File: src/rtl/mem_lsu.sv
`default_nettype none
// +----------------------------------------------------------------------+
// | mem_lsu : memory-stage load/store unit, one outstanding access,       |
// |           req/gnt/rvalid data-memory handshake, load align/extend.    |
// | Revision: 1.0                                                         |
// +----------------------------------------------------------------------+

package mem_lsu_pkg;
  localparam int LSU_XLEN = 64;

  typedef struct packed {
    logic                is_valid;
    logic                mem_rd;
    logic                mem_wr;
    logic [1:0]          mem_size;
    logic                mem_unsigned;
    logic [LSU_XLEN-1:0] mem_addr;
    logic [LSU_XLEN-1:0] mem_data;
    logic [LSU_XLEN-1:0] rf_wr_data;
  } interconnection_struct;
endpackage

module mem_lsu
  import mem_lsu_pkg::interconnection_struct;
#(
  parameter int XLEN = mem_lsu_pkg::LSU_XLEN,
  parameter int BE_W = XLEN/8
) (
  input  logic                 clk,
  input  logic                 rst_n,
  input  interconnection_struct i_struct,
  output logic                 o_ready,
  output interconnection_struct o_struct,
  output logic                 o_valid,
  input  logic                 i_wb_ready,
  output logic                 o_misaligned,
  output logic                 dmem_req,
  output logic                 dmem_we,
  output logic [XLEN-1:0]      dmem_addr,
  output logic [BE_W-1:0]      dmem_be,
  output logic [XLEN-1:0]      dmem_wdata,
  input  logic                 dmem_gnt,
  input  logic                 dmem_rvalid,
  input  logic [XLEN-1:0]      dmem_rdata
);

  typedef enum logic [1:0] {
    ST_IDLE   = 2'd0,
    ST_REQ    = 2'd1,
    ST_WAIT_R = 2'd2
  } state_t;

  state_t            r_state;
  logic              w_accept;
  logic              w_is_mem;
  logic              w_misaligned;
  logic [BE_W-1:0]   w_be;
  logic [XLEN-1:0]   w_wdata;
  logic [XLEN-1:0]   w_lane;
  logic [XLEN-1:0]   w_load;

  assign o_ready  = (r_state == ST_IDLE) && (!o_valid || i_wb_ready);
  assign w_accept = i_struct.is_valid && o_ready;
  assign w_is_mem = i_struct.mem_rd || i_struct.mem_wr;

  always_comb begin
    w_misaligned = 1'b0;
    w_wdata      = i_struct.mem_data;
    case (i_struct.mem_size)
      2'd0: begin
        w_misaligned = 1'b0;
        w_wdata      = {(XLEN/8){i_struct.mem_data[7:0]}};
      end
      2'd1: begin
        w_misaligned = i_struct.mem_addr[0];
        w_wdata      = {(XLEN/16){i_struct.mem_data[15:0]}};
      end
      2'd2: begin
        w_misaligned = |i_struct.mem_addr[1:0];
        w_wdata      = {(XLEN/32){i_struct.mem_data[31:0]}};
      end
      default: begin
        w_misaligned = |i_struct.mem_addr[2:0];
        w_wdata      = i_struct.mem_data;
      end
    endcase
  end

  // Only aligned accesses reach memory, so the shifted mask never overflows.
  assign w_be = BE_W'((32'd1 << (32'd1 << i_struct.mem_size)) - 32'd1) << i_struct.mem_addr[2:0];

  always_comb begin
    w_lane = dmem_rdata >> {o_struct.mem_addr[2:0], 3'b000};
    w_load = w_lane;
    case (o_struct.mem_size)
      2'd0: w_load = o_struct.mem_unsigned ? {{(XLEN-8){1'b0}}, w_lane[7:0]}
                                           : {{(XLEN-8){w_lane[7]}}, w_lane[7:0]};
      2'd1: w_load = o_struct.mem_unsigned ? {{(XLEN-16){1'b0}}, w_lane[15:0]}
                                           : {{(XLEN-16){w_lane[15]}}, w_lane[15:0]};
      2'd2: w_load = o_struct.mem_unsigned ? {{(XLEN-32){1'b0}}, w_lane[31:0]}
                                           : {{(XLEN-32){w_lane[31]}}, w_lane[31:0]};
      default: w_load = w_lane;
    endcase
  end

  // o_struct doubles as the in-flight request holder: it is only loaded when
  // the output register is empty or draining, and o_valid stays low meanwhile.
  always_ff @(posedge clk or negedge rst_n) begin
    if (!rst_n) begin
      r_state      <= ST_IDLE;
      o_valid      <= 1'b0;
      o_misaligned <= 1'b0;
      o_struct     <= '0;
      dmem_req     <= 1'b0;
      dmem_we      <= 1'b0;
      dmem_addr    <= '0;
      dmem_be      <= '0;
      dmem_wdata   <= '0;
    end else begin
      if (o_valid && i_wb_ready) begin
        o_valid      <= 1'b0;
        o_misaligned <= 1'b0;
      end
      case (r_state)
        ST_IDLE: begin
          if (w_accept) begin
            o_struct <= i_struct;
            if (!w_is_mem) begin
              o_valid      <= 1'b1;
              o_misaligned <= 1'b0;
            end else if (w_misaligned) begin
              o_struct.is_valid <= 1'b0;
              o_valid           <= 1'b1;
              o_misaligned      <= 1'b1;
            end else begin
              dmem_req   <= 1'b1;
              dmem_we    <= i_struct.mem_wr;
              dmem_addr  <= {i_struct.mem_addr[XLEN-1:3], 3'b000};
              dmem_be    <= w_be;
              dmem_wdata <= w_wdata;
              r_state    <= ST_REQ;
            end
          end
        end
        ST_REQ: begin
          if (dmem_gnt) begin
            dmem_req <= 1'b0;
            if (dmem_we) begin
              o_valid <= 1'b1;
              r_state <= ST_IDLE;
            end else begin
              r_state <= ST_WAIT_R;
            end
          end
        end
        ST_WAIT_R: begin
          if (dmem_rvalid) begin
            o_struct.rf_wr_data <= w_load;
            o_valid             <= 1'b1;
            r_state             <= ST_IDLE;
          end
        end
        default: r_state <= ST_IDLE;
      endcase
    end
  end

endmodule
`default_nettype wire

File: config.mk
export PLATFORM = sky130hd
export DESIGN_NAME = mem_lsu
export DESIGN_NICKNAME = d
export VERILOG_FILES = /design/src/rtl/mem_lsu.sv
export SDC_FILE = /design/constraint.sdc
export NUM_CORES = 1
export LEC_CHECK = 0
export CORE_AREA = 2 2 236 238
export CTS_CLUSTER_SIZE = 16
export DETAILED_ROUTE_END_ITERATION = 12
export DIE_AREA = 0 0 238 240
export RECOVER_POWER = 25
export SYNTH_ARGS = -nofsm -noshare
export SYNTH_HDL_FRONTEND = slang
export SYNTH_SLANG_ARGS = --single-unit
File: constraint.sdc
create_clock -name clk -period 2.77 [get_ports clk]
set_input_delay 0.831 -clock clk [delete_from_list [all_inputs] [get_ports clk]]
set_output_delay 0.831 -clock clk [all_outputs]
set_load 0.03 [all_outputs]
==> impl_metrics.env <==
export IMPL_hp_class="flop to flop"
export IMPL_fin_crit_sh_pct=98.03
export IMPL_skew_ps=25.99
export IMPL_grtUsageTotal_pct=22.86
export IMPL_wl_per_cell_um=22.20
export IMPL_synth_flop_cell="dfrtp_1"
export IMPL_die_area_mm2=0.05712
export IMPL_start_kind="input port"
export IMPL_synth_top_cells_by_area="dfrtp_1 (53%), nand2_1 (12%), mux2_2 (8.0%)"
export IMPL_hold_viol=0
export IMPL_finalPower_mw=30.19
export IMPL_cts_sinks=337
export IMPL_gr_total_overflow=0
export IMPL_setup_viol=0
export IMPL_outcome="finished, violations left"
export IMPL_cts_tree="done"
export IMPL_p_leak_nw=10.80
export IMPL_synthArstFlopShare_pct=100.0
export IMPL_die_h_um=240
export IMPL_path_cells="clkdlybuf4s50_1, nand2b_4, and2_4, buf_4"
export IMPL_violations="capacitance limit, slew limit"
export IMPL_ys_top_cells_by_count="nand2_1 (516), dfrtp_1 (337), mux2_2 (114)"
export IMPL_row_count=86
export IMPL_grt_pass1_vias=15460
export IMPL_finalMaxSlewViolations=60
export IMPL_die_width_um=238
export IMPL_cts_max_level=2
export IMPL_initial_core_util_pct=29.36
export IMPL_period_minus_slack_ps=2715
export IMPL_routed_wl_mm=67.10
export IMPL_yosysMostFrequentCell="nand2_1"
export IMPL_clkLatencyLatePin_ps=570
export IMPL_max_cap_viol_count=1
export IMPL_core_area_mm2=0.05466
export IMPL_criticalPathCategory="input port to output port"
export IMPL_synth_top_area_share_pct=52.55
export IMPL_io_pins=606
export IMPL_p_per_area_mw_per_mm2=1219
export IMPL_clk_path_buf_depth=3
export IMPL_place_gp_congestion=0.9129
export IMPL_drt_first_pass_iters=6
export IMPL_crit_required_ps=1940
export IMPL_post_cts_resized=3
export IMPL_arrival_ps=1880
export IMPL_critical_path_max_stage_delay_ps=530
export IMPL_hpwlAfterDp_mm=51.34
export IMPL_cts_buffers=40
export IMPL_instances_no_fill=3022
export IMPL_synth_edf_count=0
export IMPL_ir_drop_mv=0.7051
export IMPL_ctsHoldBuffers=0
export IMPL_drc_errors=0
export IMPL_relSlewSlack_pct=-37.93
export IMPL_cp_slowest_cell="clkdlybuf4s50_1"
export IMPL_grt_max_degree=84
export IMPL_drive_above_1_share_pct=14.38
export IMPL_post_place_cells=2952
export IMPL_final_antenna_net_count=0
export IMPL_portBuffers=602
export IMPL_yosys_warnings=0
export IMPL_netlist_area_mm2=0.01605
export IMPL_cts_clk_slew_worst_paths_ps=50
export IMPL_rsz0062_at_grt="false"
export IMPL_crit_path_end_kind="output port"
export IMPL_synthCells=1658
export IMPL_syn2layout_area_growth_pct=54.32
export IMPL_nets=2558
export IMPL_syn_area_per_cell_um2=9.678
export IMPL_synth_top_area_cell="dfrtp_1"
export IMPL_drt_iter0_markers=801
export IMPL_vias_per_cell=4.960
export IMPL_grt_pass1_wl_mm=98.84
export IMPL_fmax_mhz=368.3
export IMPL_antenna_found_initial=5
export IMPL_cts_root_buf="clkbuf_16"
export IMPL_post_cts_setup_buffer_count=0
export IMPL_ys_seq_area_share_pct=52.55
export IMPL_synth_cell_type_count=46
export IMPL_tightest_slew_ps=2069
export IMPL_critical_path_max_fanout=4
export IMPL_ys_seq_elements=337
export IMPL_vias=14990
==> through the flow <==
step	hold slack (ps)	setup TNS [ps]	worst slack (ps)	cell area (um^2)	util, %
4_1_cts	257.9	0	15.77	24790	45.35
6_report	467.4	0	54.61	24760	45.30
2_1_floorplan	534.1	0	158.0	16050	-
5_1_grt	485.6	0	1.290	24760	45.30
3_5_place_dp	461.5	-8588	-230.4	23570	43.11
3_3_place_gp	457.4	-4829	-123.9	23570	43.11
==> critical path, delay by kind of cell <==
| kind | cells | cell delay (ps) |
|---|---|---|
| AND/OR/NAND/NOR | 2 | 340 |
| buffers and inverters | 2 | 700 |
==> report_power, final <==
part | leakage [nW] | internal, mW | switching [mW] | total, mW
Sequential | 4.07 | 7.24 | 1.46 | 8.70
Combinational | 6.14 | 6.72 | 9.79 | 16.5
Clock | 0.594 | 2.86 | 2.13 | 4.99
Total | 10.8 | 16.8 | 13.4 | 30.2
==> registers in the layout, indices dropped and copies added (netlist names) <==
register / flops
o_struct: 198
dmem_wdata: 64
dmem_addr: 61
dmem_be: 8
r_state: 2
dmem_req: 1
dmem_we: 1
o_misaligned: 1
o_valid: 1
==> logic make-up (layout without fill, tap and decap cells) <==
group                      count (synthesis)  after routing  share of synthesized area [%]
AOI/OAI and AO/OA                        291            291                          12.71
adders and majority gates                  1              1                        0.07796
buffers and inverters                    127            782                          3.337
DFF                                      337            337                          52.55
muxes                                    205            205                          13.75
other                                      1              6                        0.02337
and+or+nand+nor                          696            696                          17.54
==> path summary, 6_finish.rpt <==
check | startpoint | endpoint | slack (ps) | depth (start not counted)
setup / recovery | i_wb_ready | o_ready | 50 | 4
hold / removal | o_struct[155]$_DFFE_PN0P_ | o_struct[155]$_DFFE_PN0P_ | 470 | 2
setup reg to reg | o_struct[129]$_DFFE_PN0P_ | o_struct[30]$_DFFE_PN0P_ | 300 | 6
hold reg to reg | o_struct[155]$_DFFE_PN0P_ | o_struct[155]$_DFFE_PN0P_ | 470 | 2
max in group asynchronous | rst_n | o_struct[93]$_DFFE_PN0P_ | 370 | 2
min in group asynchronous | rst_n | o_struct[16]$_DFFE_PN0P_ | 870 | 1
==> routing by layer <==
| layer | vias up | track usage, % | wire length (um) |
|---|---|---|---|
| li1 | 6930 | - | - |
| met1 | 7298 | 27.49 | 26610 |
| met2 | 654 | 39.01 | 32550 |
| met3 | 103 | 6.636 | 5627 |
| met4 | 4 | 8.087 | 2290 |
| met5 | - | 0 | 23 |
==> placed cells by master, fill, tap and decap left out, types with 38 or more instances in the layout <==
| master | netlist | layout |
|---|---|---|
| buf_4 | 3 | 84 |
| clkbuf_16 | 0 | 40 |
| clkdlybuf4s50_1 | 0 | 597 |
| dfrtp_1 | 337 | 334 |
| mux2_2 | 114 | 114 |
| mux2i_1 | 90 | 90 |
| nand2_1 | 516 | 516 |
| nor2_1 | 81 | 81 |
| nor3_1 | 38 | 38 |
| o21ai_0 | 105 | 105 |
==> final cells by class <==
cell class	count	area [um^2]
Antenna cell	3	7.507
Clock buffer	59	1142
Clock inverter	8	75.07
Fill cell	5174	29900
Inverter	4	15.01
Multi-Input combinational cell	1196	7133
Sequential cell	337	8437
Tap cell	704	880.8
Timing Repair Buffer	711	7073
No activity file was read; power rests on OpenSTA's default activity.
==> edit (config.mk and constraints unchanged) <==
Change the package constant `LSU_XLEN` from 64 to 32.
--- a/src/rtl/mem_lsu.sv
+++ b/src/rtl/mem_lsu.sv
@@ -7,5 +7,5 @@
 
 package mem_lsu_pkg;
-  localparam int LSU_XLEN = 64;
+  localparam int LSU_XLEN = 32;
 
   typedef struct packed {
Interface: changed (6 resized); port bits go from 606 to 314. The function was not compared with the original's and may differ.
==> edit against the unedited design <==
- the run still ends with capacitance limit, slew limit left
- total power down 53%
- clock skew down 0.011 ns
- worst setup slack worse by 0.0046 ns
- largest cell class unchanged
- routed wire length down 52%
- sequential cell count down 164
- design area down 49%
- utilization down 22 points
- synthesized area down 51%
- count of clock-buffer cells in the layout down 41
==> edit: results (changes against the unedited design) <==
Outcome
  – Status: finished with violations
  – Failing checks: capacitance limit, slew limit

Timing
  – Max Transition Viols Final: 66 (+10%)
  – Setup Skew: 0.01471 ns (-0.01128 ns)
  – Max_slew headroom: -25.97% (+12 points)

Place
  – Dpl cells: 1799 (-39%)
  – Post-Place Cell Area: 0.01205 mm² (-49%)
  – Hpwl dp: 25160 µm (-51%)
  – PortBufs: 310 (-49%)
  – Placer congestion estimate: 0.8817 (-3.4%)
  – Placement Setup Slack: 0.01108 ns (+0.2415 ns)

Worst hold path
  – Worst hold path class: register to register
  – Hold path cells: 2 (unchanged)

Finish
  – Top reg by flops: o_struct
  – # nets final: 1254 (-51%)
  – Top flop regs: o_struct x102, dmem_wdata x32, dmem_addr x29
  – Layout cells sized above 1: 11.00% (-3.4 points)

Detailed routing
  – Mean routed wirelength per cell: 17.72 µm (-20%)
  – Drt pass-1 iters: 5 (-1)
  – DRT iter0 DRCs: 340 (-58%)
  – DRT Wirelength: 32460 µm (-52%)
  – Via/cell ratio: 3.921 (-21%)

Logic synthesis
  – Yosys cell types: 47 (+2.2%)
  – Post-synth top flop: dfrtp_1
  – Syn avg cell area: 9.745 µm² (+0.69%)
  – Yosys Warn Count: 0 (unchanged)
  – Synth area leaders: dfrtp_1, nand2_1, mux2_2, mux2i_1, o21ai_0
  – Asr flop ratio synth: 100.0% (unchanged)
  – Top post-synthesis cells by count: nand2_1, dfrtp_1, o21ai_0
  – Sequential share of the synthesized area: 55.60% (+3.0 points)

Power and ir drop
  – Worst vdd ir: 0.0005264 V (-25%)
  – Leakage: 0.005472 µW (-49%)

Clocking
  – H-tree levels: 4 (+2)
  – Clock-pin slew on the worst setup and hold paths: 0.07 ns (+0.02 ns)
  – CTS buffer count: 17 (-57%)
  – Clock buffer depth: 2 (-1)
  – Clk root buf: clkbuf_16
  – Post-CTS Setup Bufs: 0 (unchanged)
  – Post-CTS sizing: 0 (-3)
  – Clock latency at the later pin of the worst-skew pair: 0.49 ns (-0.08 ns)

Global route
  – Met1 Track Usage GR: 13.99% (-14 points)
  – Grt met2 use: 17.46% (-22 points)
  – Vias in the first global route: 7204 (-53%)
  – First-pass GRT wire length: 46910 µm (-53%)
  – Met3 usage: 4.455% (-2.2 points)
  – Antenna violations before repair: 4 (-1)
  – Largest net degree at the start of global routing: 67 (-20%)
  – All-Layer GR Usage: 11.26% (-12 points)

Critical path
  – CP max stage delay: 0.49 ns (-0.04 ns)
  – Crit-path max FO: 3 (-1)
  – FF-to-FF path depth: 6 (unchanged)
  – Crit path DAT: 1.89 ns
  – CP max stage cell: clkdlybuf4s50_1

Job
  – Max-cap viol count: 1 (unchanged)
[edit: cell families (layout without fill, tap and decap cells)]
kind of cell / Yosys count / count (layout) / share of synthesized area (%)
AO/OA/AOI/OAI: 162 / 162 / 13.35
multiplexers: 80 / 80 / 11.02
adder cells (fa/ha/maj): 1 / 1 / 0.1607
flip-flops: 173 / 173 / 55.60
other: 1 / 4 / 0.04816
buffers and inverters: 61 / 387 / 3.503
AND/OR/NAND/NOR: 321 / 321 / 16.31
[edit: worst paths after layout]
kind,startpoint,endpoint,slack (ns)
worst max-delay path,i_wb_ready,o_ready,0.05
worst min-delay path,o_struct[86],o_struct[86],0.47
worst max register to register,o_struct[64],o_struct[16],0.57
worst min register to register,o_struct[86],o_struct[86],0.47
max in group asynchronous,rst_n,dmem_wdata[18],0.42
min in group asynchronous,rst_n,o_struct[31],0.84
[edit: critical path: cells and delay by family]
family / cells / cell delay [ns]
buffers and inverters: 2 / 0.65
AND/OR/NAND/NOR: 2 / 0.41
[edit: layout make-up]
type | count | area (µm²)
clock inverters | 14 | 171.4
clock buffers | 18 | 429.2
multi-input cells | 567 | 3217
fillers | 5895 | 42040
flip-flops and latches | 173 | 4329
repair buffers | 351 | 3573
well taps | 704 | 880.8
diodes | 1 | 2.502
inverters | 4 | 15.01
[edit: metal layers]
| metal | routed length, µm | vias up | part of all wire (%) |
|---|---|---|---|
| met5 | 33 | - | 0.10 |
| met4 | 762 | 6 | 2.3 |
| met3 | 2897 | 45 | 8.9 |
| met2 | 14730 | 288 | 45 |
| met1 | 14040 | 3508 | 43 |
| li1 | - | 3337 | - |
[edit: report_power, final]
group,internal [µW],switching [µW],leakage (µW)
Combinational,3050,4280,0.00306
Clock,1290,1250,0.000295
Sequential,3620,742,0.00212
Total,7970,6270,0.00547
